**src/rtl/irq_pkg.sv**
```systemverilog
// Shared types and constants for the interrupt pending/mask/service stage.
package irq_pkg;

  localparam int NSRC  = 8;
  localparam int IDX_W = 3;

  localparam logic [NSRC-1:0] EDGE_MODE_DEF = 8'hFF;
  localparam logic [NSRC-1:0] MASK_RST_DEF  = 8'h00;

  typedef enum logic [1:0] {
    IDLE   = 2'd0,
    SERVE  = 2'd1,
    RETIRE = 2'd2
  } state_t;

endpackage

```
**src/rtl/irq_pend_ctrl_oh2idx.sv**
```systemverilog
// One-hot to binary index encoder; the highest set bit wins on a malformed input.
module oh2idx
  import irq_pkg::*;
(
  input  logic [NSRC-1:0]  oh,
  output logic [IDX_W-1:0] idx
);

  always_comb begin
    idx = '0;
    for (int i = 0; i < NSRC; i++) begin
      if (oh[i]) idx = IDX_W'(i);
    end
  end

endmodule

```
**src/rtl/irq_pend_ctrl.sv**
```systemverilog
// Interrupt pending/mask/service stage feeding an external one-hot priority stage.
module irq_pend_ctrl
  import irq_pkg::*;
#(
  parameter logic [NSRC-1:0] EDGE_MODE = EDGE_MODE_DEF,
  parameter logic [NSRC-1:0] MASK_RST  = MASK_RST_DEF
) (
  input  logic             clk,
  input  logic             rst,
  input  logic [NSRC-1:0]  src,
  input  logic             mask_wr,
  input  logic [NSRC-1:0]  mask_in,
  input  logic [NSRC-1:0]  sel,
  input  logic             ack,
  input  logic             ovf_clr,
  output logic [NSRC-1:0]  pend,
  output logic             irq,
  output logic [IDX_W-1:0] irq_idx,
  output logic [NSRC-1:0]  ovf
);

  logic [NSRC-1:0]  src_q;
  logic [NSRC-1:0]  pend_r;
  logic [NSRC-1:0]  mask;
  logic [NSRC-1:0]  svc;
  logic [NSRC-1:0]  set_v;
  logic [NSRC-1:0]  clr_v;
  logic [NSRC-1:0]  ovf_set;
  logic [IDX_W-1:0] sel_idx;
  state_t           state;
  state_t           state_nxt;
  logic             cap;

  // Level-mode bits ignore the previous sample, so they set whenever high.
  assign set_v   = src & ~(src_q & EDGE_MODE);
  assign clr_v   = (state == RETIRE) ? svc : '0;
  assign ovf_set = set_v & pend_r & ~clr_v & EDGE_MODE;
  assign pend    = pend_r & mask;

  oh2idx u_oh2idx (
    .oh  (sel),
    .idx (sel_idx)
  );

  always_ff @(posedge clk) begin
    if (rst) begin
      src_q  <= '0;
      pend_r <= '0;
      mask   <= MASK_RST;
      ovf    <= '0;
    end else begin
      src_q  <= src;
      pend_r <= set_v | (pend_r & ~clr_v);
      if (mask_wr) mask <= mask_in;
      ovf    <= (ovf & ~{NSRC{ovf_clr}}) | ovf_set;
    end
  end

  always_comb begin
    state_nxt = state;
    cap       = 1'b0;
    case (state)
      IDLE: begin
        if (sel != '0) begin
          cap       = 1'b1;
          state_nxt = SERVE;
        end
      end
      SERVE:   if (ack) state_nxt = RETIRE;
      RETIRE:  state_nxt = IDLE;
      default: state_nxt = IDLE;
    endcase
  end

  always_ff @(posedge clk) begin
    if (rst) state <= IDLE;
    else     state <= state_nxt;
  end

  // svc and irq_idx are frozen for the whole service, whatever sel does meanwhile.
  always_ff @(posedge clk) begin
    if (rst) begin
      svc     <= '0;
      irq     <= 1'b0;
      irq_idx <= '0;
    end else begin
      irq <= (state_nxt == SERVE);
      if (cap) begin
        svc     <= sel;
        irq_idx <= sel_idx;
      end
    end
  end

endmodule

```
**config.mk**
```make
export PLATFORM = sky130hd
export DESIGN_NAME = irq_pend_ctrl
export DESIGN_NICKNAME = d
export VERILOG_FILES = /design/src/rtl/irq_pkg.sv /design/src/rtl/irq_pend_ctrl_oh2idx.sv /design/src/rtl/irq_pend_ctrl.sv
export SDC_FILE = /design/constraint.sdc
export NUM_CORES = 1
export LEC_CHECK = 0
export BUFFER_PORTS_ARGS = -buffer_cell sky130_fd_sc_hd__buf_2
export CAP_MARGIN = 20
export CORE_AREA = 3 3 66 68
export CTS_BUF_LIST = sky130_fd_sc_hd__clkbuf_8 sky130_fd_sc_hd__clkbuf_16
export CTS_CLUSTER_SIZE = 12
export DETAILED_ROUTE_END_ITERATION = 7
export DIE_AREA = 0 0 69 71
export GPL_TIMING_DRIVEN = 0
export PLACE_DENSITY = 0.72
export REMOVE_ABC_BUFFERS = 1
export SYNTH_ARGS = -nofsm -noshare
export SYNTH_HDL_FRONTEND = slang
export SYNTH_SLANG_ARGS = --single-unit
export TNS_END_PERCENT = 5
```
**constraint.sdc**
```tcl
create_clock -name clk -period 1.2 [get_ports clk]
set_input_delay 0.06 -clock clk [delete_from_list [all_inputs] [get_ports clk]]
set_output_delay 0.06 -clock clk [all_outputs]
set_load 0.05 [all_outputs]
```
==> metrics.yaml <==
clock_network:
  cts_tree: "done"
  htree_levels: 2
  clockBufferDepth: 2
  clock_latency_ns: 0.30
  clk_pin_slew_ns: 0.08
  cts_inserted_buffers: 5
  clkSinkCount: 46
  cts-root-buf: "clkbuf_8"
hold_path:
  whs_path_depth: 3
  min_path_type: "in2reg"
setup_path:
  cp_max_fo: 6
  startpoint: "state[0]"
  crit_end: "irq_idx[1]"
  reg2regPathDepth: 5
  crit_path_end_kind: "register"
  crit_type: "reg2reg"
  cp.arrival_ns: 1.35
  crit_required_ns: 1.35
  r2r-end: "irq_idx[1]"
  r2r-start: "state[0]"
  startpoint_type: "register"
  reg2reg_slack_ns: 0.003
sta:
  hold_slack_ns: -0.00127
  timing.final.crit_share_pct: 99.8
  drv_slew: 0
  fin_ws_ns: 0.00255
  finClkSkew_ns: 0.00589
  hold_viol_final: 1
  rsz0062_at_grt: "yes"
  setup_viol_count_final: 0
  max_freq_mhz: 835
  slew_headroom_pct: 43.1
  worst_pin_slew_ns: 0.853
  min_period_ns: 1.20
synth:
  synth-warning-count: 0
  netlist_instances: 182
  synth_top_area_share_pct: 53.5
  ys_types: 25
  yosys-top-cells-area: "dfxtp_1, nor2_1, nor2b_1, mux2i_1, a32oi_1"
  syn_area_um2: 1720
  synth_seq_area_share_pct: 53.5
  ys_seq_elements: 46
  yosys.area.top_type: "dfxtp_1"
  synth.avg_cell_area_um2: 9.45
floorplanning:
  core_um2: 3910
  die_h_um: 71
  initial_core_util_pct: 44.0
  fp.dieArea_um2: 4900
  num_rows: 23
  die_w_um: 69
  num_io_pins: 49
drt:
  vias: 1439
  ant_nets: 0
  drtIter0Drc: 51
  drc: 0
  vias_per_cell: 4.80
  wirelength_um: 3770
  dr.pass1.iters: 4
  routedWlPerCell_um: 12.6
placement:
  place_ws_ns: -0.631
  place_congestion: 0.789
  post-dp-hpwl_um: 2350
  port_buffers: 48
layout:
  drive_gt1_share_pct: 34.8
  fillerInstances: 378
  diodes: 0
  syn2layout_area_growth_pct: 35.1
  nets: 278
global_routing:
  overflow: 0
  grt_antenna_before_repair: 0
  grt_pass1_wl_um: 6510
  use_met1_pct: 18.1
  grt_pass1_vias: 1485
  busiest_layer: "met2"
  grt_max_degree: 47
  use_met3_pct: 6.53
  met2_usage_pct: 29.9
  grt_use_total_pct: 16.9
power:
  p_leak_nw: 1.03
  power_mw: 3.19
  power.density_nw_per_um2: 1370
  ir_drop_v: 0.000837
run_status:
  status: "finished with violations"
  violations: "negative hold slack"
job:
  max_cap_violations: 0
==> worst min path at each step <==
stage	from	to	slack, ns
2_1_floorplan	rst	svc[2]	0.12
3_3_place_gp	src[6]	src_q[6]	0.28
3_5_place_dp	src[2]	src_q[2]	0.29
4_1_cts	mask_in[4]	mask[4]	0.0004
5_1_grt	ack	state[1]	0.02
6_report	mask_in[4]	mask[4]	-0.001
==> kinds of logic (layout without fill, tap and decap cells) <==
group / after synthesis / after routing / synth area share (%)
AND/OR/NAND/NOR: 85 / 85 / 25.2
buffers and inverters: 12 / 80 / 3.13
flip-flops: 46 / 46 / 53.5
AO/OA/AOI/OAI: 31 / 31 / 13.5
multiplexers: 8 / 8 / 4.65
==> synthesized netlist by cell type, drive strengths merged <==
| library cell | count |
|---|---|
| or3b | 1 |
| nor2 | 30 |
| o21ai | 1 |
| o21bai | 1 |
| nor4 | 1 |
| and2 | 8 |
| nor3 | 2 |
| nor2b | 18 |
| buf | 5 |
| a21oi | 17 |
| nor4bb | 1 |
| clkbuf | 4 |
| inv | 3 |
| nand2 | 21 |
| a32oi | 8 |
| or4 | 2 |
| dfxtp | 46 |
| nand2b | 1 |
| a221oi | 1 |
| a22oi | 3 |
| mux2i | 8 |
==> repair_timing <==
action	CTS	global route
setup endpoints to repair	29	20
pin swaps	2	4
setup buffers	5	2
hold buffers	14	0
endpoints found under the hold margin	14	0
resized for setup	7	7
==> flip-flops by register name (all words and copies together) (netlist names) <==
register	flops
irq	1
irq_idx	3
mask	8
ovf	8
pend_r	8
src_q	8
state	2
svc	8
==> stage by stage <==
stage	cells	utilization [%]	cell area [um2]	TNS [ns]	hold WS [ns]
after floorplan	173	-	1680	-1.27	0.122
after global placement	271	50.6	1980	-8.44	0.282
after detailed placement	271	50.6	1980	-9.30	0.287
after CTS	298	58.3	2280	-0.0246	0.000431
after global routing	300	59.4	2320	-0.106	0.0242
final	300	59.4	2320	0	-0.00127
==> layout make-up <==
cell class / instances / area (um2) / share of cell area, %
Clock buffer: 6 / 82.6 / 3.55
Inverter: 3 / 11.3 / 0.484
Timing Repair Buffer: 69 / 445 / 19.2
Tap cell: 50 / 62.6 / 2.69
Clock inverter: 2 / 8.76 / 0.377
Sequential cell: 46 / 926 / 39.8
Multi-Input combinational cell: 124 / 788 / 33.9
==> critical path, cell delays in order (launching register included) <==
cell     delay [ns]
dfxtp_2        0.36
nor2_4         0.14
o21ai_4        0.09
buf_4          0.17
nor4_4         0.23
nor3_1         0.07
==> report_power, final <==
part           internal [mW]  total [mW]  switching [mW]
clock                  0.456       0.961           0.504
sequential              1.63        1.69          0.0590
combinational          0.227       0.546           0.319
total                   2.31        3.19           0.882
==> layout by cell type, fill, tap and decap left out, drive strengths merged <==
master,n
nor4,1
clkbuf,6
o21ai,1
a221oi,1
a21oi,17
o21bai,1
mux2i,8
nor4bb,1
inv,4
or4,2
dfxtp,46
clkinv,1
a22oi,3
nor2b,18
nor3,2
nand2,21
dlygate4sd3,14
a32oi,8
or3b,1
and2,8
buf,55
nand2b,1
nor2,30
==> routing by layer <==
metal | vias to the layer above | part of all wire (%)
met4 | 0 | 1.6
met5 | - | 0
met2 | 41 | 48
met1 | 651 | 43
met3 | 7 | 7.1
li1 | 740 | -
(Power assumes the default switching activity.)
